`config.mk`:
```
export PLATFORM = sky130hd
export DESIGN_NAME = req_priority_capture
export DESIGN_NICKNAME = d
export VERILOG_FILES = /design/src/rtl/req_priority_capture.sv
export SDC_FILE = /design/constraint.sdc
export NUM_CORES = 1
export LEC_CHECK = 0
export CORE_UTILIZATION = 41
export CTS_BUF_LIST = sky130_fd_sc_hd__clkbuf_2
export DETAILED_ROUTE_END_ITERATION = 6
export DONT_BUFFER_PORTS = 1
export GPL_ROUTABILITY_DRIVEN = 0
export SLEW_MARGIN = 40
export SYNTH_ARGS = -nofsm -noshare
export SYNTH_HDL_FRONTEND = slang
export SYNTH_SLANG_ARGS = --single-unit
```
`constraint.sdc`:
```
create_clock -name clk -period 3.1 [get_ports clk]
set_clock_uncertainty 0.1 [all_clocks]
set_input_delay 0.31 -clock clk [delete_from_list [all_inputs] [get_ports clk]]
set_output_delay 0.31 -clock clk [all_outputs]
set_load 0.02 [all_outputs]
```
`src/rtl/req_priority_capture.sv`:
```
// Request capture front end: sticky pending bits served one at a time as a 3-bit code
// with valid/ready handshake. Define REQ_PRIORITY_CAPTURE_ROUND_ROBIN_EN for rotating priority.
module req_priority_capture #(
  parameter int DROP_W = 4
) (
  input  logic              clk,
  input  logic              rst_n,
  input  logic [7:0]        req_in,
  input  logic              out_ready,
  output logic [2:0]        code,
  output logic              out_valid,
  output logic [7:0]        pending,
  output logic [DROP_W-1:0] drop_cnt
);

  typedef enum logic {IDLE, HOLD} state_t;

  state_t            state_q, state_d;
  logic [2:0]        code_q, code_d;
  logic [7:0]        pending_q, pending_d;
  logic [DROP_W-1:0] drop_q, drop_d;

  logic [2:0] start_idx;
  logic [2:0] sel_idx;
  logic [2:0] cand;
  logic       found;
  logic       load;
  logic [7:0] clr_mask;
  logic       drop;

`ifdef REQ_PRIORITY_CAPTURE_ROUND_ROBIN_EN
  logic [2:0] last_idx_q, last_idx_d;

  // Search begins just below the last served index so every line gets a turn.
  assign start_idx  = last_idx_q - 3'd1;
  assign last_idx_d = load ? sel_idx : last_idx_q;

  always_ff @(posedge clk or negedge rst_n) begin
    if (!rst_n) last_idx_q <= 3'd0;
    else        last_idx_q <= last_idx_d;
  end
`else
  assign start_idx = 3'd7;
`endif

  // Downward search with wrap; with start 7 this is plain highest-index-wins.
  always_comb begin
    sel_idx = 3'd0;
    found   = 1'b0;
    cand    = 3'd0;
    for (int i = 0; i < 8; i++) begin
      cand = start_idx - 3'(i);
      if (!found && pending_q[cand]) begin
        sel_idx = cand;
        found   = 1'b1;
      end
    end
  end

  always_comb begin
    state_d = state_q;
    code_d  = code_q;
    load    = 1'b0;
    case (state_q)
      IDLE: begin
        if (pending_q != 8'd0) begin
          load    = 1'b1;
          code_d  = sel_idx;
          state_d = HOLD;
        end
      end
      HOLD: begin
        if (out_ready) begin
          if (pending_q != 8'd0) begin
            load   = 1'b1;
            code_d = sel_idx;
          end else begin
            state_d = IDLE;
          end
        end
      end
      default: state_d = IDLE;
    endcase
  end

  // Set wins over clear, so a re-asserted line stays pending after being served.
  assign clr_mask  = load ? (8'b1 << sel_idx) : 8'd0;
  assign pending_d = (pending_q & ~clr_mask) | req_in;
  assign drop      = |(req_in & pending_q & ~clr_mask);
  assign drop_d    = (drop && (drop_q != {DROP_W{1'b1}})) ? drop_q + DROP_W'(1) : drop_q;

  always_ff @(posedge clk or negedge rst_n) begin
    if (!rst_n) begin
      state_q   <= IDLE;
      code_q    <= 3'd0;
      pending_q <= 8'd0;
      drop_q    <= '0;
    end else begin
      state_q   <= state_d;
      code_q    <= code_d;
      pending_q <= pending_d;
      drop_q    <= drop_d;
    end
  end

  assign code      = code_q;
  assign out_valid = (state_q == HOLD);
  assign pending   = pending_q;
  assign drop_cnt  = drop_q;

endmodule

```
Word level (Yosys, flattened, before mapping) --
Cells that the tools add are included.
Word-level totals: bits in registers 16
Cells by class: reductions and logical operators 17, add/subtract/negate cells 1, multiplexer cells 24, bitwise logic cells 6, equality and inequality tests 2, shift operators 1
Operators with widths (count):
- 3-bit two-way mux | 10
- 8-bit bitwise AND | 3
- 1-bit two-way mux | 10
- 1-bit logical AND | 8
- 8-bit two-way mux | 1
- 8-bit NOT | 1
- 8-bit bitwise OR | 1
- 8-bit nonzero test | 1
- 8-bit OR reduction | 1
- 1-bit by 3-bit << shifter with 8-bit output (first input constant) | 1
- 1-bit logical NOT | 7
- 3-bit one-hot mux with 2 select lines | 1
- 4-bit by 1-bit adder with 4-bit output (second input constant) | 1
- 4-bit != test (second input constant) | 1
- 1-bit one-hot mux with 2 select lines | 2
- 2-bit != test (second input constant) | 1
- 1-bit NOT | 1

Longest topological paths before layout --
Gate-level depths: netlist (run 1).
word-level depth 28, mapped depth 6

Worst setup path after synthesis (run 1) --
OpenSTA, ideal clock, no wires.
kind register to register, start point reg pending_q[7], in the netlist pending[7], end point reg drop_q[1], in the netlist drop_cnt[1], slack 0.941 ns, library setup time 0.125 ns, cell stages (with the launch flop) 7, buffers on the path 0, arrival time 1.934 ns, data required time 2.875 ns, cells stage by stage dfrtp_1 or2_1 nand2b_1 o311a_1 and4bb_1 a31oi_1 mux2_4
Between the ends: longest elaborated chain between the ends 28, elaborated cells between the ends (all ways) 40, classes of those cells shift (1); mux (19); bitwise (3); reduce/logical (17)
RTL lines:
- start, declared | RTL line 20 | logic [7:0] pending_q, pending_d;
- start signal, assigned | RTL line 101 | pending_q <= pending_d;
- 1-bit two-way mux | RTL line 53 | if (!found && pending_q[cand]) begin
- 1-bit logical NOT | RTL line 53
- 1-bit logical AND | RTL line 53
- 1-bit two-way mux | RTL line 53
- 1-bit logical NOT | RTL line 53
- 1-bit logical AND | RTL line 53
- 1-bit two-way mux | RTL line 53
- 1-bit logical NOT | RTL line 53
- [12 not listed]
- 1-bit logical AND | RTL line 53
- 3-bit two-way mux | RTL line 53
- 1-bit by 3-bit << shifter with 8-bit output | RTL line 87 | assign clr_mask = load ? (8'b1 << sel_idx) : 8'd0;
- 8-bit two-way mux | RTL line 87
- 8-bit NOT | RTL line 89 | assign drop = |(req_in & pending_q & ~clr_mask);
- 8-bit bitwise AND * | RTL line 89
- 8-bit OR reduction * | RTL line 89
- 1-bit logical AND * | RTL line 90 | assign drop_d = (drop && (drop_q != {DROP_W{1'b1}})) ? drop_q + DROP_W'(1) : drop_q;
- end signal, assigned | RTL line 102 | drop_q <= drop_d;
- end, declared | RTL line 21 | logic [DROP_W-1:0] drop_q, drop_d;
Mark *: on every way between the ends. The rest lies on a longest branch, timed or not. A chain may end at the register's enable or synchronous reset.

Worst setup path in the final report (run 1) --
Ends and elaborated chain as after synthesis.

==> metrics list, run 1 <==
- The run finished with clean final reports.
- No sink is reached through more buffers than the 2 on the longest clock path.
- STA classifies the critical path endpoint as a register.
* Sequential-to-total area share from yosys stat: between 50% and 60%
- The mapped netlist covers slightly below 800 µm².
* Ordered cell list for the critical path: or2_1 > nand2b_1 > o311a_1 > and4bb_1 > a31oi_1 > mux2_4
- The first global-routing pass estimated 2587 µm of wire.
- Of the available clock period, the critical path in the final layout requires about three quarters.
- Peak Freq: ~420 MHz
- The worst setup path is launched from a register.
- Mean cell area of the mapped netlist: between 10 and 15 µm²
- Before antenna repair, the detailed router went through 4 iterations.
* XOR/XNOR Fraction of Synth Area: approximately 1.1%
- Number of antenna violations at the first check in global routing: 0
- In this run the count of I/O pins placed on the die edge is 27.
- Setup violations remaining at the end of the flow were counted as 0.
- Summing the areas of all compound-gate instances in the mapped netlist gives 17.45% of the synthesized area.
- Number of H-tree levels: 1
- The number of global-route vias before repair is 600.
- Maximum number of pins on one net before global-route repair: 17
- Detailed Route WL: ~1600 µm
- Setup repair after global routing left no endpoint under its margin.
- Measured along the y axis, the die boundary spans approximately 46 µm.
- Critical Path RT: ~3.2 ns
- For this design the ratio of total power to cell area is between 500 and 600 nW/µm².
- Simple-gate portion of the synthesized area: 23.43%
- Total DRC errors in the routed layout: 0
- The max-slew violation total from the final report was 0.
* IO buf count: 0
* Least-Margin Pin Slew: between 0.4 and 0.5 ns
- Clock period minus final worst setup slack: 2.372 ns
- Wire per inst: about 14 µm
- Slowest stage delay, CP: 0.56 ns
- The layout has around 180 filler cells.
- By area, the combinational part of the netlist is dominated by simple AND/OR/NAND/NOR gates.
- Summing over every cut layer, the via total after detailed routing is between 600 and 700.
- In this run the worst path has a maximum fanout of 7.
* Number of sinks driven by the clock tree: 16
- Later-pin clock latency in the skew report: roughly 0.29 ns
- Proportion of synthesized area in mux cells: 4.717%
- Overall power after layout: roughly 0.52 mW
- Post-Syn Instances: 76
- Detailed placement finished with a half-perimeter wire length of 1189 µm.
- The die covers 2121 µm².
- For this design the static power due to leakage is ~0.36 nW.
- In the final timing run, aggregate negative setup slack is 0 ns.
- After synthesis, the netlist uses 28 different library cells.
- The core region is about 1800 µm².
* Residual antenna-violating net count after detailed routing: 0
* Placement Rows: 15
- Number of maximum-capacitance violations: 0
- Type of the worst min-delay path: in -> reg
- The number of hold buffers added after CTS was 4.
* Post-DR vias/cell: 5.614
* Post-layout nets: slightly above 100
- Starting density of the core: a little under half
* Adder and majority gate portion of the synthesized area: 1.572%
- Max_slew headroom: between 70 and 80%
- In this run, CTS created clock tree buffers numbering 3.
- Fraction of layout cells with a size suffix above 1: approximately 7.9%
- Overall overflow remaining after global route: 0
- The largest individual stage delay along the critical path comes from the cell dfrtp_1.
- After synthesis the netlist holds a flip-flop and latch count of 16.
- Number of post-CTS setup repair buffers: 0
- The number of gates resized after CTS was 0.
- CTS placed an instance of clkbuf_2 at the clock tree root.
* Clock input transition at the sequential cells of the worst setup and hold paths: roughly 0.14 ns
- DRT iter0 DRCs: 5
* Data arrival at the endpoint of the critical path: between 2 and 2.5 ns
- Chip Width: 46.06 µm
- The critical path in this run is classified as reg -> reg.
- IR analysis of the VDD net gives a maximum drop of ~0.28 mV.
* GR Util All Layers: around 18%
* Synth Net Count: 88
- CTS tree: done
- Number of antenna diodes: 0
- Layout overhead on the synthesized area: 17.77%
- The hold violation total from the final report is 0.
- Yosys printed 0 warnings.
[cells in the mapped netlist]
library cell	count	area share (%)
a21o_1	4	3.8
o311a_1	1	1.3
or2_1	1	0.79
nor3_1	2	1.3
o21ai_0	3	1.9
mux2_4	1	1.9
nand2_1	4	1.9
nand3_1	4	2.5
nand2b_1	8	6.3
o311ai_0	1	1.1
a311oi_1	1	1.1
inv_1	3	1.4
o22a_1	1	1.1
nor4_1	1	0.79
a31oi_1	3	2.4
dfrtp_1	16	50
ha_1	1	1.6
and4bb_1	1	1.6
o2111ai_1	1	1.1
a21oi_1	3	1.9
nand2_2	1	0.79
o31ai_1	1	0.94
nor4_4	1	2.7
o211ai_1	1	0.94
nor2b_1	2	1.6
xor2_1	1	1.1
nor2_1	7	3.3
mux2_1	2	2.8
[power breakdown]
group | leakage (nW) | switching [mW] | internal, mW | total [mW]
logic | 0.194 | 0.0439 | 0.0731 | 0.117
registers | 0.155 | 0.0763 | 0.240 | 0.316
clock network | 0.0125 | 0.0628 | 0.0264 | 0.0891
[placed cells by master, fill, tap and decap left out]
master         Yosys  final
nor3_1             2      2
o311ai_0           1      1
a311oi_1           1      1
nor2b_1            2      2
o211ai_1           1      1
ha_1               1      1
o311a_1            1      1
nor4_1             1      1
o31ai_1            1      1
nand3_1            4      4
o2111ai_1          1      1
nor2_1             7      7
a21oi_1            3      3
nand2_2            1      1
or2_1              1      1
mux2_4             1      1
a21o_1             4      4
nor4_4             1      1
buf_2              0      1
clkbuf_2           0      3
and4bb_1           1      1
nand2_1            4      4
nand2b_1           8      8
dfrtp_1           16     16
inv_1              3      3
mux2_1             2      2
o21ai_0            3      3
xor2_1             1      1
dlygate4sd3_1      0      9
o22a_1             1      1
a31oi_1            3      3
[routing by layer]
| metal | routed length (µm) | global-route usage, % | vias to the layer above |
|---|---|---|---|
| met5 | 0 | 0 | - |
| met2 | 707 | 25.35 | 27 |
| met3 | 92 | 6.667 | 5 |
| li1 | - | - | 307 |
| met1 | 775 | 22.93 | 301 |
| met4 | 36 | 8.824 | 0 |
[final timing paths]
path	from	to	slack, ns	cells after the start
worst max-delay path	pending[7]$_DFF_PN0_	drop_cnt[1]$_DFFE_PN0P_	0.73	6
worst min-delay path	out_ready	pending[7]$_DFF_PN0_	0.19	2
worst max register to register	pending[7]$_DFF_PN0_	drop_cnt[1]$_DFFE_PN0P_	0.73	6
worst min register to register	drop_cnt[0]$_DFFE_PN0P_	drop_cnt[0]$_DFFE_PN0P_	0.57	1
max in group asynchronous	rst_n	code[1]$_DFFE_PN0P_	2.30	2
min in group asynchronous	rst_n	pending[2]$_DFF_PN0_	0.34	2
[logic make-up after synthesis]
| family | Yosys count |
|---|---|
| buf+inv | 3 |
| flops | 16 |
| mux | 3 |
| simple gates | 32 |
| fa+ha+maj | 1 |
| compound gates | 20 |
| xor+xnor | 1 |
[sequential cells by signal (all words and copies together), names as in the netlist]
name / count
code: 3
drop_cnt: 4
out_valid: 1
pending: 8
[worst max-delay path, delay by kind of cell (launching register included)]
family	cells	cell delay, ns
AOI/OAI and AO/OA	2	0.45
and+or+nand+nor	3	0.84
muxes	1	0.32
DFF	1	0.56
[metrics by stage]
stage / cell area [µm²] / util, % / cells / worst slack, ns / hold WS [ns]
floorplan: 795.8 / - / 76 / 0.9414 / -0.08559
global placement: 827.0 / 46.88 / 101 / 0.7665 / -0.08519
detailed placement: 827.0 / 46.88 / 101 / 0.7511 / -0.08520
CTS: 882.1 / 50.00 / 108 / 0.7234 / 0.001234
global route: 937.1 / 53.12 / 114 / 0.5850 / 0.1825
finish: 937.1 / 53.12 / 114 / 0.7282 / 0.1867
[area by class of cell]
type / count / area (µm²) / share of cell area, %
flip-flops and latches: 16 / 400.4 / 42.72
inverters: 3 / 11.26 / 1.202
clock buffers: 3 / 15.01 / 1.602
repair buffers: 10 / 95.09 / 10.15
well taps: 25 / 31.28 / 3.338
multi-input cells: 57 / 384.1 / 40.99
Note: power is estimated with default switching activity, not from simulation.
==> inputs of run 2 (changes only) <==
==> constraint.sdc (replaced) <==
create_clock -name clk -period 2.4 [get_ports clk]
set_clock_uncertainty 0.1 [all_clocks]
set_input_delay 0.24 -clock clk [delete_from_list [all_inputs] [get_ports clk]]
set_output_delay 0.24 -clock clk [all_outputs]
set_load 0.02 [all_outputs]
==> run 2 against run 1 <==
Hold slack worse by 0.064 ns. Non-clock buffer count up 6. Critical path depth unchanged. Via count up 3.0%. Power up 32%. Clock power up 40%. Cell count up 6.1%. First-iteration DRC count up 140%. Critical path type unchanged. Largest cell class unchanged.
==> metrics list, run 2 (synthesis gave the netlist of run 1 again) <==
* Min-delay src: out_ready (unchanged)
- The measured slew at the worst slew-check pin came to 0.7332 ns (was 0.4457 ns).
- Die Ht: 46.06 µm (unchanged)
- GR Util All Layers: 19.02% (was 17.63%)
* Total DRC errors in the routed layout: 0 (unchanged)
* Cell Pwr Density: 698.7 nW/µm² (was 556.9 nW/µm²)
- The maximum number of pins on one net before global-route repair came to 17 (unchanged).
* Overall power after layout: 0.6907 mW (was 0.5219 mW)
- The ratio of final minimum period to clock period is 92.48% (was 76.51%).
- Wire per inst: 14.60 µm (was 14.13 µm)
- The width of the die is 46.06 µm (unchanged).
- Wire length of the first global-routing pass: 2766 µm (was 2587 µm)
- The H-tree depth reported by CTS is 1 (unchanged).
- The internal power component came to 0.4441 mW (was 0.3391 mW).
- The power share of the sequential group came to 58.3% (was 60.5%).
- The number of antenna violations at the first check in global routing was 0 (unchanged).
- Overall overflow remaining after global route: 0 (unchanged)
* Flip-flop count of the largest register after layout: 8 (unchanged)
- Residual antenna-violating net count after detailed routing: 0 (unchanged)
* Starting density of the core: 45.11% (unchanged)
* Filler Cell Count: 166 (was 175)
- The clock tree from TritonCTS is done (unchanged).
- The number of buffers created by CTS is 3 (unchanged).
* Clock period minus final worst setup slack: 2.220 ns (was 2.372 ns)
- The type of the worst setup path is reg -> reg (unchanged).
- Number of setup violations in the final report: 0 (unchanged)
* DRT iter0 DRCs: 12 (was 5)
- Static Leak: 0.3896 nW (was 0.3616 nW)
* Post-DR vias/cell: 5.446 (was 5.614)
- The net count of the finished layout was 109 (was 103).
- Final total negative setup slack: 0 ns (unchanged)
* Data arrival at the endpoint of the critical path: 2.32 ns (was 2.46 ns)
* Most frequent cells in the layout: dfrtp_1 (16), dlygate4sd3_1 (9), nand2b_1 (8) (unchanged)
- Worst-path maximum fanout: 4 (was 7)
- Fraction of layout cells with a size suffix above 1: 13.54% (was 7.865%)
* CTS Root Cell: clkbuf_2 (unchanged)
* Vias in the first global route: 660 (was 600)
- The hold violation total from the final report is 0 (unchanged).
- The startpoint of the worst-slack reg-to-reg timing path was pending[7]$_DFF_PN0_ (unchanged).
* CORE AREA: 1764 µm² (unchanged)
* Router iterations before antenna repair: 4 (unchanged)
- Number of sinks driven by the clock tree: 16 (unchanged)
- Ordered cell list for the critical path: or2_1 > nand2b_1 > o311a_1 > and4bb_1 > a31oi_1 > mux2_4 (unchanged)
* Max_slew headroom: 50.96% (was 70.08%)
- Placement Rows: 15 (unchanged)
- The clock insertion delay at the later pin of the skew report is 0.30 ns (was 0.29 ns).
- The count of input and output buffers was 0 (unchanged).
* RSZ-0062 raised after global routing: no (unchanged)
- Layout overhead on the synthesized area: 24.21% (was 17.77%)
- Worst hold slack across all endpoints: 0.1226 ns (was 0.1867 ns)
- The routed via count was 659 (was 640).
- Number of maximum-capacitance violations: 0 (unchanged)
- The startpoint type of the worst setup path is a register (unchanged).
- The switching fraction of total power is 35.70% (was 35.04%).
- The half-perimeter wire length of the detailed placement result came to 1274 µm (was 1189 µm).
- Highest ir drop seen on vdd: 0.2638 mV (was 0.2841 mV)
- The launching instance or port of the critical path is pending[7]$_DFF_PN0_ (unchanged).
- Top Ports: 27 (unchanged)
- The commonest non-fill, non-tap cell in the layout is dfrtp_1 (unchanged).
* Element type at the critical path end: register (unchanged)
- Bufs on Longest Clock Path: 2 (unchanged)
- Number of antenna diodes: 0 (unchanged)
* CP max stage cell: dfrtp_1 (unchanged)
* Detailed Route WL: 1767 µm (was 1611 µm)
- The combinational share of power was 23.5% (was 22.4%).
- Max-slew violation count: 0 (unchanged)
- Total Die Area: 2121 µm² (unchanged)
* Net switching power of the design: 0.2466 mW (was 0.1829 mW)
* Clock input transition at the sequential cells of the worst setup and hold paths: 0.16 ns (was 0.14 ns)
* Clock power frac: 18.1% (was 17.1%)
- The highest achievable clock rate was 450.5 MHz (was 421.6 MHz).
* Outcome: finished clean (unchanged)
* Type of the worst min-delay path: in -> reg (unchanged)
- Slowest stage delay, CP: 0.46 ns (was 0.56 ns)
- The required time of the worst setup path is 2.50 ns (was 3.19 ns).
-- run 2: cell types whose count changed in the layout (fill, tap and decap cells not counted), sizes merged --
cell	before	now
buf	1	7
clkinv	0	1
-- run 2: repair_timing --
item                      CTS  global route
gates resized for setup     0             0
buffers inserted            0             0
hold endpoints to repair   24             0
hold buffers                9             0
-- run 2: power groups by stage --
| stage | sequential [mW] | combinational, mW | clock, mW |
|---|---|---|---|
| after floorplan | 0.402 | 0.120 | 0 |
| final | 0.403 | 0.163 | 0.125 |
| after global placement | 0.407 | 0.144 | 0 |
| after detailed placement | 0.410 | 0.149 | 0 |
| after global routing | 0.413 | 0.179 | 0.141 |
| after CTS | 0.405 | 0.166 | 0.130 |
-- run 2: critical path, delay by kind of cell, from the launching register on --
family,cells,cell delay (ns)
and+or+nand+nor,3,0.80
AOI/OAI and AO/OA,2,0.45
DFF,1,0.46
muxes,1,0.32
-- run 2: final timing paths --
check	end	cells past startpoint	slack, ns
worst min register to register	drop_cnt[0]$_DFFE_PN0P_	1	0.57
worst min-delay path	out_valid$_DFF_PN0_	2	0.12
worst max register to register	drop_cnt[1]$_DFFE_PN0P_	6	0.18
worst max-delay path	drop_cnt[1]$_DFFE_PN0P_	6	0.18
min in group asynchronous	pending[2]$_DFF_PN0_	1	0.32
max in group asynchronous	pending[6]$_DFF_PN0_	1	1.42
-- run 2: per-layer routing --
layer | up-vias | wire length (µm) | global-route usage [%]
met5 | - | 0 | 0
met4 | 0 | 38 | 10.59
met3 | 5 | 97 | 4.314
met2 | 23 | 834 | 29.58
met1 | 315 | 796 | 24.15
li1 | 316 | - | -
-- run 2: metrics by stage --
step / cells / area [µm²] / setup slack [ns] / utilization, %
2_1_floorplan: 76 / 795.8 / 0.2414 / -
3_3_place_gp: 108 / 879.6 / 0.2130 / 49.86
3_5_place_dp: 108 / 879.6 / 0.2080 / 49.86
4_1_cts: 121 / 988.4 / 0.1837 / 56.03
5_1_grt: 121 / 988.4 / 0.1092 / 56.03
6_report: 121 / 988.4 / 0.1804 / 56.03
-- run 2: area by class of cell --
class	instances	area [µm²]	share of cell area (%)
flip-flops and latches	16	400.4	40.51
well taps	25	31.28	3.165
multi-input cells	57	384.1	38.86
inverters	3	11.26	1.139
clock inverters	1	3.754	0.3797
repair buffers	16	142.6	14.43
clock buffers	3	15.01	1.519
==> inputs of run 3 (changes only) <==
--- a/config.mk
+++ b/config.mk
@@ -5,6 +5,7 @@
 export SDC_FILE = /design/constraint.sdc
 export NUM_CORES = 1
 export LEC_CHECK = 0
+export ABC_CLOCK_PERIOD_IN_PS = 2400
 export CORE_UTILIZATION = 41
 export CTS_BUF_LIST = sky130_fd_sc_hd__clkbuf_2
 export DETAILED_ROUTE_END_ITERATION = 6
==> results of run 3 <==
Final layout, timing and power as in run 2 (identical DEF).
